<file path="src/rtl/microsequencer.sv">
// Microstate sequencer for the microprogrammed ARM control unit: picks the next
// control-ROM address and handles MOC waits with timeout.
module microsequencer #(
  parameter logic [6:0]  FETCH_STATE = 7'd1,
  parameter logic [6:0]  RESET_STATE = 7'd0,
  parameter int unsigned MOC_TIMEOUT = 16
) (
  input  logic       clk,
  input  logic       clr,
  input  logic [6:0] enc_state,
  input  logic       cond_ok,
  input  logic       moc,
  input  logic [2:0] ns_sel,
  input  logic [6:0] cr_addr,
  input  logic       inv,
  input  logic       hold,
  output logic [6:0] state,
  output logic       undef,
  output logic       mem_timeout
);

  typedef enum logic [2:0] {
    SEL_DISPATCH  = 3'd0,
    SEL_INC       = 3'd1,
    SEL_JUMP      = 3'd2,
    SEL_WAIT_MOC  = 3'd3,
    SEL_COND_JUMP = 3'd4,
    SEL_RETURN    = 3'd5
  } sel_e;

  localparam logic [7:0] WAIT_LAST = 8'(MOC_TIMEOUT - 1);

  logic [7:0] wait_cnt;
  logic [7:0] next_cnt;
  logic [6:0] next_state;
  logic [6:0] state_inc;
  logic       next_undef;
  logic       set_timeout;
  logic       moc_seen;

  assign state_inc = state + 7'd1;
  assign moc_seen  = moc ^ inv;

  // Counter defaults to cleared so any select other than WAIT_MOC restarts the wait.
  always_comb begin
    next_state  = state;
    next_cnt    = '0;
    next_undef  = 1'b0;
    set_timeout = 1'b0;
    case (sel_e'(ns_sel))
      SEL_DISPATCH: begin
        if (!cond_ok) begin
          next_state = FETCH_STATE;
        end else if (enc_state == FETCH_STATE) begin
          next_state = FETCH_STATE;
          next_undef = 1'b1;
        end else begin
          next_state = enc_state;
        end
      end
      SEL_INC:  next_state = state_inc;
      SEL_JUMP: next_state = cr_addr;
      SEL_WAIT_MOC: begin
        if (moc_seen) begin
          next_state = state_inc;
        end else if (wait_cnt == WAIT_LAST) begin
          next_state  = FETCH_STATE;
          set_timeout = 1'b1;
        end else begin
          next_cnt = wait_cnt + 8'd1;
        end
      end
      SEL_COND_JUMP: next_state = cond_ok ? cr_addr : state_inc;
      SEL_RETURN:    next_state = FETCH_STATE;
      default: begin
        next_state = FETCH_STATE;
        next_undef = 1'b1;
      end
    endcase
  end

  always_ff @(posedge clk or negedge clr) begin
    if (!clr) begin
      state       <= RESET_STATE;
      wait_cnt    <= '0;
      undef       <= 1'b0;
      mem_timeout <= 1'b0;
    end else if (hold) begin
      undef <= 1'b0;
    end else begin
      state    <= next_state;
      wait_cnt <= next_cnt;
      undef    <= next_undef;
      if (set_timeout) mem_timeout <= 1'b1;
    end
  end

endmodule

</file>
<file path="config.mk">
export PLATFORM = sky130hd
export DESIGN_NAME = microsequencer
export DESIGN_NICKNAME = d
export VERILOG_FILES = /design/src/rtl/microsequencer.sv
export SDC_FILE = /design/constraint.sdc
export NUM_CORES = 1
export LEC_CHECK = 0
export ABC_AREA = 1
export CAP_MARGIN = 25
export CORE_UTILIZATION = 48
export DETAILED_ROUTE_END_ITERATION = 7
export GPL_TIMING_DRIVEN = 0
export PLACE_DENSITY = 0.79
export SETUP_SLACK_MARGIN = 0.2
export SLEW_MARGIN = 0
export SYNTH_ARGS = -nofsm -noshare
export SYNTH_HDL_FRONTEND = slang
export SYNTH_SLANG_ARGS = --single-unit
</file>
<file path="constraint.sdc">
create_clock -name clk -period 1.7 [get_ports clk]
set_clock_uncertainty 0.15 [all_clocks]
set_input_delay 0.34 -clock clk [delete_from_list [all_inputs] [get_ports clk]]
set_output_delay 0.34 -clock clk [all_outputs]
set_load 0.03 [all_outputs]
</file>
After elaboration in Yosys (flattened, before gate mapping)
Index checks and enable logic that the tools add are counted.
Storage, ports and cells
  input port bits: 23
  output and inout port bits: 9
  word-level logic and storage cells: 36
  register bits: 17
Cells by class
  bitwise logic cells: 2
  reduce and logical (&&, ||, !) cells: 4
  equality and inequality tests: 8
  add/sub/neg operators: 2
  mux-type cells: 16
Operators with widths (number)
  $mux 7: 5
  $pmux 7 s5: 1
  $mux 8: 3
  $add 8x1->8 const B: 1
  $eq 8x4->1 const B: 1
  $add 7x1->7 const B: 1
  $eq 7x1->1 const B: 1
  $eq 3x2->1 const B: 2
  $eq 3x3->1 const B: 2
  $mux 1: 6
  $reduce_or 5->1: 1
  $reduce_and 2->1: 2
  $eq 3x1->1 const B: 1
  $logic_not 3->1: 1
  $ne 3x3->1 const B: 1
  $pmux 1 s2: 1
  $not 1->1: 1
  $xor 1x1->1: 1

Longest topological paths before layout
Gate-level depths: netlist (run 1).
  depth after elaboration: 5
  mapped depth: 9
  depth with buffers taken out: 9

Worst setup path after synthesis (run 1)
Ideal clock, no wire load.
  path type: flip-flop to flip-flop
  from: register state[0]
  to: register state[6]
  buffers on the path: 0
  setup time: 0.117 ns
  stages on the path, launching flop included: 9
  arrival time: 1.306 ns
  period minus slack after synthesis: 1.573 ns
  required time: 1.433 ns
  slack: 0.127 ns
  cells stage by stage: dfrtp_1 ha_1 nand3_1 o21ai_0 nand2_1 nand2_1 nand2_1 nand2_1 nand2_1
Between the ends
  longest elaborated chain between the ends: 3
  elaborated cells on any way between the ends: 4
  classes of those cells: add/sub: 1; mux: 3
RTL lines
  start: declaration: RTL line 17  | output logic [6:0] state,
  start signal: assignment: RTL line 91  | state <= next_state;
  $add 7x1->7 (*): RTL line 41  | assign state_inc = state + 7'd1;
  $mux 7, on equally long branches: RTL line 73, 64
  $pmux 7 s5 (*): RTL line 50  | case (sel_e'(ns_sel))
Every way passes the cells marked *; elsewhere a longest branch is shown, timed or not.
A chain may end at the register's enable or synchronous reset.

Worst setup path in the final report (run 1)
  from: register state[0]
  to: register state[1]
Same word-level chain as after synthesis.

==> metrics.cfg, run 1 <==
[outcome]
status = completed

[worst_setup_path]
worst-path-max-fanout = 4
crit_family = flip-flops
crit_arrival_ns = 1.63
end_kind = flip-flop
critPathKind = flip-flop to flip-flop
r2r-end = state[1]
path_cells = ha_1 > o21ai_2 > nor2_1 > nor2_1 > nand3_1 > nand2_2 > nand2_1
regToRegStartpoint = state[0]
cp.required_ns = 1.75
path_buf_inv = 0
reg2reg_slack_ns = 0.11
critPathSlowestCell = dfrtp_2
worst_setup_path_start_kind = flip-flop
reg2reg_depth = 7
max_stage_delay_ns = 0.45
cp_common_cell = nor2_1

[global_routing]
overflow = 0
gr-usage-met1 = 0.325
grt_pass1_wl_mm = 6.21
use_met2 = 0.605
grt_usage = 0.318
grt_pass1_vias = 1493
top_usage_layer = met2
grt_max_degree = 18
antenna_found_initial = 0
gr-usage-met3 = 0.0585

[power_and_ir_drop]
internal-power_mw = 0.704
p_switching_mw = 0.404
design_power_total_mw = 1.11
power_density_nw_per_um2 = 609
peakVddDrop_mv = 0.638
power_frac_seq = 0.435
leakage_nw = 0.946
swShare = 0.364
combPwrFrac = 0.361
p_clk_frac = 0.204

[sta]
grt_setup_unrepaired = yes
fmax_ghz = 0.631
setup_viol = 0
worstMarginPinSlew_ns = 0.760
hold_viol = 0
fin_hold_ws_ns = 0.212
maxSlewViolCount = 0
min_period_ns = 1.59
finalCritPeriodShare = 0.933
relSlewSlack = 0.491
tns_ns = 0

[synth]
synthTopCellsByArea = dfrtp_1 (36%), nand2_1 (21%), nor2_1 (8.2%)
synth_cell_types = 22
synth_compound_area_frac = 0.0776
yosys_warnings = 0
synth_area_per_cell_sq_um = 6.56
ys_seq_area_frac = 0.356
synth_mux_area_frac = 0
synth_top_area_frac = 0.356
syn_inst = 182
synth_top_family_by_area = simple AND/OR/NAND/NOR gates
syn_area_sq_um = 1190
yosys.area_share.adder = 0.0210
synth-xor-area-share = 0.0514
yosysTopAreaCell = dfrtp_1
synth-seq-cells = 17
syn_nets = 207
synth-simple-area-share = 0.429

[floorplan]
fp-row-count = 17
die_w_um = 51.9
initial_core_util = 0.524
io_pins = 32
die_area_sq_um = 2690
core_sq_um = 2280
die_h_um = 51.9

[cts]
cts_buffers = 3
clk_pin_slew_ns = 0.10
htree_levels = 1
cts.sinks = 17
root_buffer = clkbuf_4
clockBufferDepth = 2
cts_tree = done
cts_hold_buf = 0
clk_latency_ns = 0.30

[layout]
n_antenna_cell = 0
area_delta_synth_final_pct = 52.4
drive_gt1_frac = 0.285
fin_nets = 265

[placement]
dp_hpwl_mm = 2.23
place_congestion = 0.818
io_buffers = 31

[routing]
dr.pass1.iters = 5
remaining_drc_errors = 0
dr.first_iter.drc_count = 55
vias = 1436
vias_per_cell = 5.38
wl_mm = 3.80
wl_per_cell_um = 14.2
drtAntennaViolNets = 0

[worst_hold_path]
min_path_cells = 3
hold_start = ns_sel[2]
hp-class = input port to flip-flop
min_to = undef

[flow_run]
maxCapViolCount = 0

-- synthesized netlist by cell type --
cell type,instances
nor2_2,4
dfrtp_1,17
nor4_1,1
xnor2_1,2
inv_4,1
clkbuf_1,1
a21o_1,1
inv_1,18
a22o_1,1
ha_1,2
nor2_1,26
nor2_4,1
nand2_1,66
nand3_1,17
a21oi_1,8
xor2_1,5
o21ai_0,4
nor3_1,3
nand2_2,1
nand2_4,1
o21ai_4,1
nand4_1,1
-- sequential cells by signal (all words and copies together) (netlist names) --
name	cells
wait_cnt	8
state	7
mem_timeout	1
undef	1
-- how the worst max path moves through the flow --
stage	start	end	slack, ns	cells after the start
floorplan	wait_cnt[0]	state[0]	0.21	7
global placement	ns_sel[1]	state[4]	-0.38	8
detailed placement	ns_sel[1]	state[0]	-0.39	8
CTS	state[4]	state[4]	0.14	1
global route	state[0]	state[1]	-0.01	7
finish	state[0]	state[1]	0.11	7
-- metal layers --
metal / share of wire / vias to the layer above
li1: - / 692
met3: 0.052 / 16
met4: 0.028 / 0
met5: 0 / -
met2: 0.53 / 61
met1: 0.39 / 667
-- tightest hold or removal path, stage by stage --
cell      delay, ns
clkbuf_2       0.15
nand2_1        0.08
a21oi_1        0.06
-- what timing repair did --
action	4_1_cts	5_1_grt
resized for setup	62	27
cloned	2	1
buffers inserted	18	1
pin swaps	8	5
endpoints found under the setup margin	23	16
-- power groups by stage --
stage	clock network [mW]	registers [mW]	logic [mW]
after global routing	0.246	0.484	0.439
after detailed placement	0	0.489	0.322
after global placement	0	0.485	0.312
after floorplan	0	0.524	0.135
after CTS	0.221	0.480	0.364
final	0.226	0.482	0.399
-- per-stage QoR --
step | worst slack (ns) | cells | area [sq um] | util
2_1_floorplan | 0.211 | 182 | 1200 | -
3_5_place_dp | -0.389 | 241 | 1540 | 0.677
4_1_cts | 0.143 | 265 | 1760 | 0.774
3_3_place_gp | -0.378 | 241 | 1540 | 0.677
5_1_grt | -0.0134 | 267 | 1820 | 0.799
6_report | 0.114 | 267 | 1820 | 0.799
-- kinds of logic (layout without fill, tap and decap cells) --
logic type / Yosys count / count (layout)
AND/OR/NAND/NOR: 121 / 121
buffers and inverters: 20 / 76
flip-flops: 17 / 17
AO/OA/AOI/OAI: 15 / 16
XOR/XNOR: 7 / 7
adder cells (fa/ha/maj): 2 / 2
-- placed cells by master, fill, tap and decap left out, types with 2 or more instances in the layout --
cell type and count:
nand2_1 58, nor2_1 21, inv_1 16, buf_4 16, clkdlybuf4s50_1 15, dfrtp_1 15
nand3_1 14, a21oi_1 8, nand2_2 8, buf_2 7, nor2_2 6, xor2_1 5
nor2_4 4, buf_6 4, nor3_1 3, clkbuf_4 3, dlygate4sd2_1 3, clkdlybuf4s15_2 3
nand2_4 2, inv_2 2, nand3_2 2, o21ai_4 2, o21ai_0 2, xnor2_1 2
dlymetal6s2s_1 2, clkbuf_2 2, dfrtp_2 2
-- area by class of cell --
type | instances | area (sq um)
Clock buffer | 4 | 26.3
Buffer | 1 | 11.3
Timing Repair Buffer | 51 | 434
Tap cell | 28 | 35.0
Fill cell | 156 | 457
Inverter | 19 | 78.8
Timing Repair inverter | 1 | 7.51
Multi-Input combinational cell | 146 | 798
Sequential cell | 17 | 428
Power figures use the tool's default switching activity.
==> run 2: changes to the inputs <==
--- a/config.mk
+++ b/config.mk
@@ -7,6 +7,7 @@
 export LEC_CHECK = 0
 export ABC_AREA = 1
 export CAP_MARGIN = 25
+export CORE_ASPECT_RATIO = 1.4
 export CORE_UTILIZATION = 48
 export DETAILED_ROUTE_END_ITERATION = 7
 export GPL_TIMING_DRIVEN = 0
==> metrics.cfg, run 2 (synthesis gave the netlist of run 1 again) <==
[global_routing]
grt_pass1_wl_mm = 4.98  ; -20%
grt_usage = 0.256  ; -0.0621
use_met2 = 0.500  ; -0.105
grt_pass1_vias = 1270  ; -15%
gr-usage-met3 = 0.0387  ; -0.0198
gr-usage-met1 = 0.258  ; -0.0673
grt_max_degree = 18  ; unchanged
antenna_found_initial = 0  ; unchanged
top_usage_layer = met2
overflow = 0  ; unchanged

[worst_setup_path]
max_stage_delay_ns = 0.44  ; about the same
end_kind = flip-flop
critPathKind = flip-flop to flip-flop
path_cells = ha_4 > nand3_4 > nor2_4 > o21ai_4 > clkinv_4 > nand2_2 > nand2_1
critPathSlowestCell = dfrtp_1
crit_arrival_ns = 1.65  ; +0.02 ns
cp.required_ns = 1.75  ; about the same
worst_setup_path_start_kind = flip-flop
worst-path-max-fanout = 6  ; +2

[floorplan]
die_h_um = 61.0  ; +18%
io_pins = 32  ; unchanged
core_sq_um = 2360  ; +3.9%
die_w_um = 44.1  ; -15%
initial_core_util = 0.505  ; -0.0197
fp-row-count = 21  ; +4
die_area_sq_um = 2690  ; +0.11%

[sta]
grt_setup_unrepaired = yes
min_period_ns = 1.60  ; +0.0183 ns
fmax_ghz = 0.623  ; -1.1%
hold_viol = 0  ; unchanged
worstMarginPinSlew_ns = 0.746  ; -0.0149 ns
setup_viol = 0  ; unchanged
relSlewSlack = 0.501  ; +0.00997
tns_ns = 0  ; unchanged
finalCritPeriodShare = 0.944  ; +0.0107
maxSlewViolCount = 0  ; unchanged
fin_ws_ns = 0.0959  ; -0.0183 ns

[layout]
area_delta_synth_final_pct = 43.9
final.fill_count = 202  ; +29%
n_antenna_cell = 0  ; unchanged
fin_nets = 255  ; -3.8%
largest_reg_flops = 8  ; unchanged
top_register = wait_cnt
final_common_cell = nand2_1
drive_gt1_frac = 0.245  ; -0.0400
layout_common_cells = nand2_1 (56), nor2_1 (22), inv_1 (17), clkdlybuf4s50_1 (17)
reg.largest.list = wait_cnt (8), state (7)

[placement]
dp_hpwl_mm = 2.35  ; +5.3%
place_congestion = 0.816  ; -0.28%
dp_slack_ns = -0.392  ; -0.00266 ns
io_buffers = 31  ; unchanged

[worst_hold_path]
hp-class = input port to asynchronous set/reset pin

[outcome]
status = finished, violations left
violations = design-rule violations

[routing]
drtAntennaViolNets = 0  ; unchanged
vias = 1347  ; -6.2%
vias_per_cell = 5.35  ; -0.61%
wl_per_cell_um = 14.1  ; -0.94%
dr.first_iter.drc_count = 53  ; -3.6%
dr.pass1.iters = 6  ; +1
remaining_drc_errors = 5  ; +5
wl_mm = 3.55  ; -6.5%

[cts]
clk_latency_ns = 0.30  ; about the same
htree_levels = 1  ; unchanged
cts.sinks = 17  ; unchanged
cts_buffers = 3  ; unchanged
cts_tree = done
clk_pin_slew_ns = 0.10  ; about the same
root_buffer = clkbuf_4
clockBufferDepth = 2  ; unchanged

[power_and_ir_drop]
power_density_nw_per_um2 = 625  ; +2.7%
peakVddDrop_mv = 0.571  ; -11%
leakage_nw = 0.883  ; -6.7%
design_power_total_mw = 1.07  ; -3.1%

[flow_run]
maxCapViolCount = 0  ; unchanged

-- run 2: cell count changes in the layout (fill, tap and decap cells not counted), sizes merged --
cell and delta:
clkdlybuf4s50 +2, clkbuf -1, buf -9, clkinv +1, clkdlybuf4s15 -1, dlygate4sd2 -1
clkinvlp -1
-- run 2: cell type report --
cell class / count / area (sq um) / area share
Buffer: 1 / 11.3 / 0.00655
Inverter: 19 / 76.3 / 0.0444
Timing Repair Buffer: 41 / 349 / 0.203
Multi-Input combinational cell: 146 / 792 / 0.461
Sequential cell: 17 / 428 / 0.249
Clock buffer: 4 / 26.3 / 0.0153
Timing Repair inverter: 1 / 6.26 / 0.00364
Tap cell: 23 / 28.8 / 0.0168
-- run 2: path summary, 6_finish.rpt --
check | startpoint | depth (start not counted) | to | slack [ns]
worst min register to register | mem_timeout | 1 | mem_timeout | 0.35
worst max register to register | wait_cnt[1] | 7 | state[3] | 0.1
worst max-delay path | wait_cnt[1] | 7 | state[3] | 0.1
min in group clk | mem_timeout | 1 | mem_timeout | 0.35
max in group asynchronous | clr | 1 | state[1] | 0.57
worst min-delay path | clr | 1 | wait_cnt[4] | 0.32
-- run 2: power breakdown --
part	switching, mW	internal (mW)
Combinational	0.208	0.156
Clock	0.132	0.0917
Sequential	0.0460	0.440
Total	0.386	0.688
-- run 2: worst max-delay path: cells and delay by family (launching register included) --
kind	cells	cell delay [ns]
DFF	1	0.44
AOI/OAI and AO/OA	1	0.27
adders and majority gates	1	0.19
and+or+nand+nor	4	0.31
buffers and inverters	1	0.14
-- run 2: stage by stage --
| stage | std cells | hold WS [ns] | instance area [sq um] | utilization |
|---|---|---|---|---|
| final | 252 | 0.318 | 1720 | 0.726 |
| after global routing | 252 | 0.367 | 1720 | 0.726 |
| after CTS | 243 | 0.340 | 1570 | 0.666 |
| after detailed placement | 236 | 0.320 | 1540 | 0.649 |
| after global placement | 236 | 0.293 | 1540 | 0.649 |
| after floorplan | 182 | -0.106 | 1200 | - |
-- run 2: repair_timing --
action                                  CTS  global route
gates cloned                              1             1
resized for setup                        52            27
endpoints found under the setup margin   23            15
buffers inserted                          2             8
pin swaps                                 2            13
hold buffers                              0             0
-- run 2: routing by layer --
| metal | wire [um] | share of wire | vias to the layer above |
|---|---|---|---|
| met5 | 0 | 0 | - |
| met4 | 75 | 0.021 | 0 |
| met3 | 184 | 0.052 | 11 |
| met2 | 1960 | 0.55 | 41 |
| met1 | 1330 | 0.38 | 623 |
| li1 | - | - | 672 |
==> run 3: changes to the inputs <==
--- a/config.mk
+++ b/config.mk
@@ -6,14 +6,12 @@
 export NUM_CORES = 1
 export LEC_CHECK = 0
 export ABC_AREA = 1
-export CAP_MARGIN = 25
 export CORE_ASPECT_RATIO = 1.4
 export CORE_UTILIZATION = 48
 export DETAILED_ROUTE_END_ITERATION = 7
 export GPL_TIMING_DRIVEN = 0
 export PLACE_DENSITY = 0.79
 export SETUP_SLACK_MARGIN = 0.2
-export SLEW_MARGIN = 0
 export SYNTH_ARGS = -nofsm -noshare
 export SYNTH_HDL_FRONTEND = slang
 export SYNTH_SLANG_ARGS = --single-unit
==> results of run 3 <==
The final DEF is identical to that of run 2; final timing and power are the same.
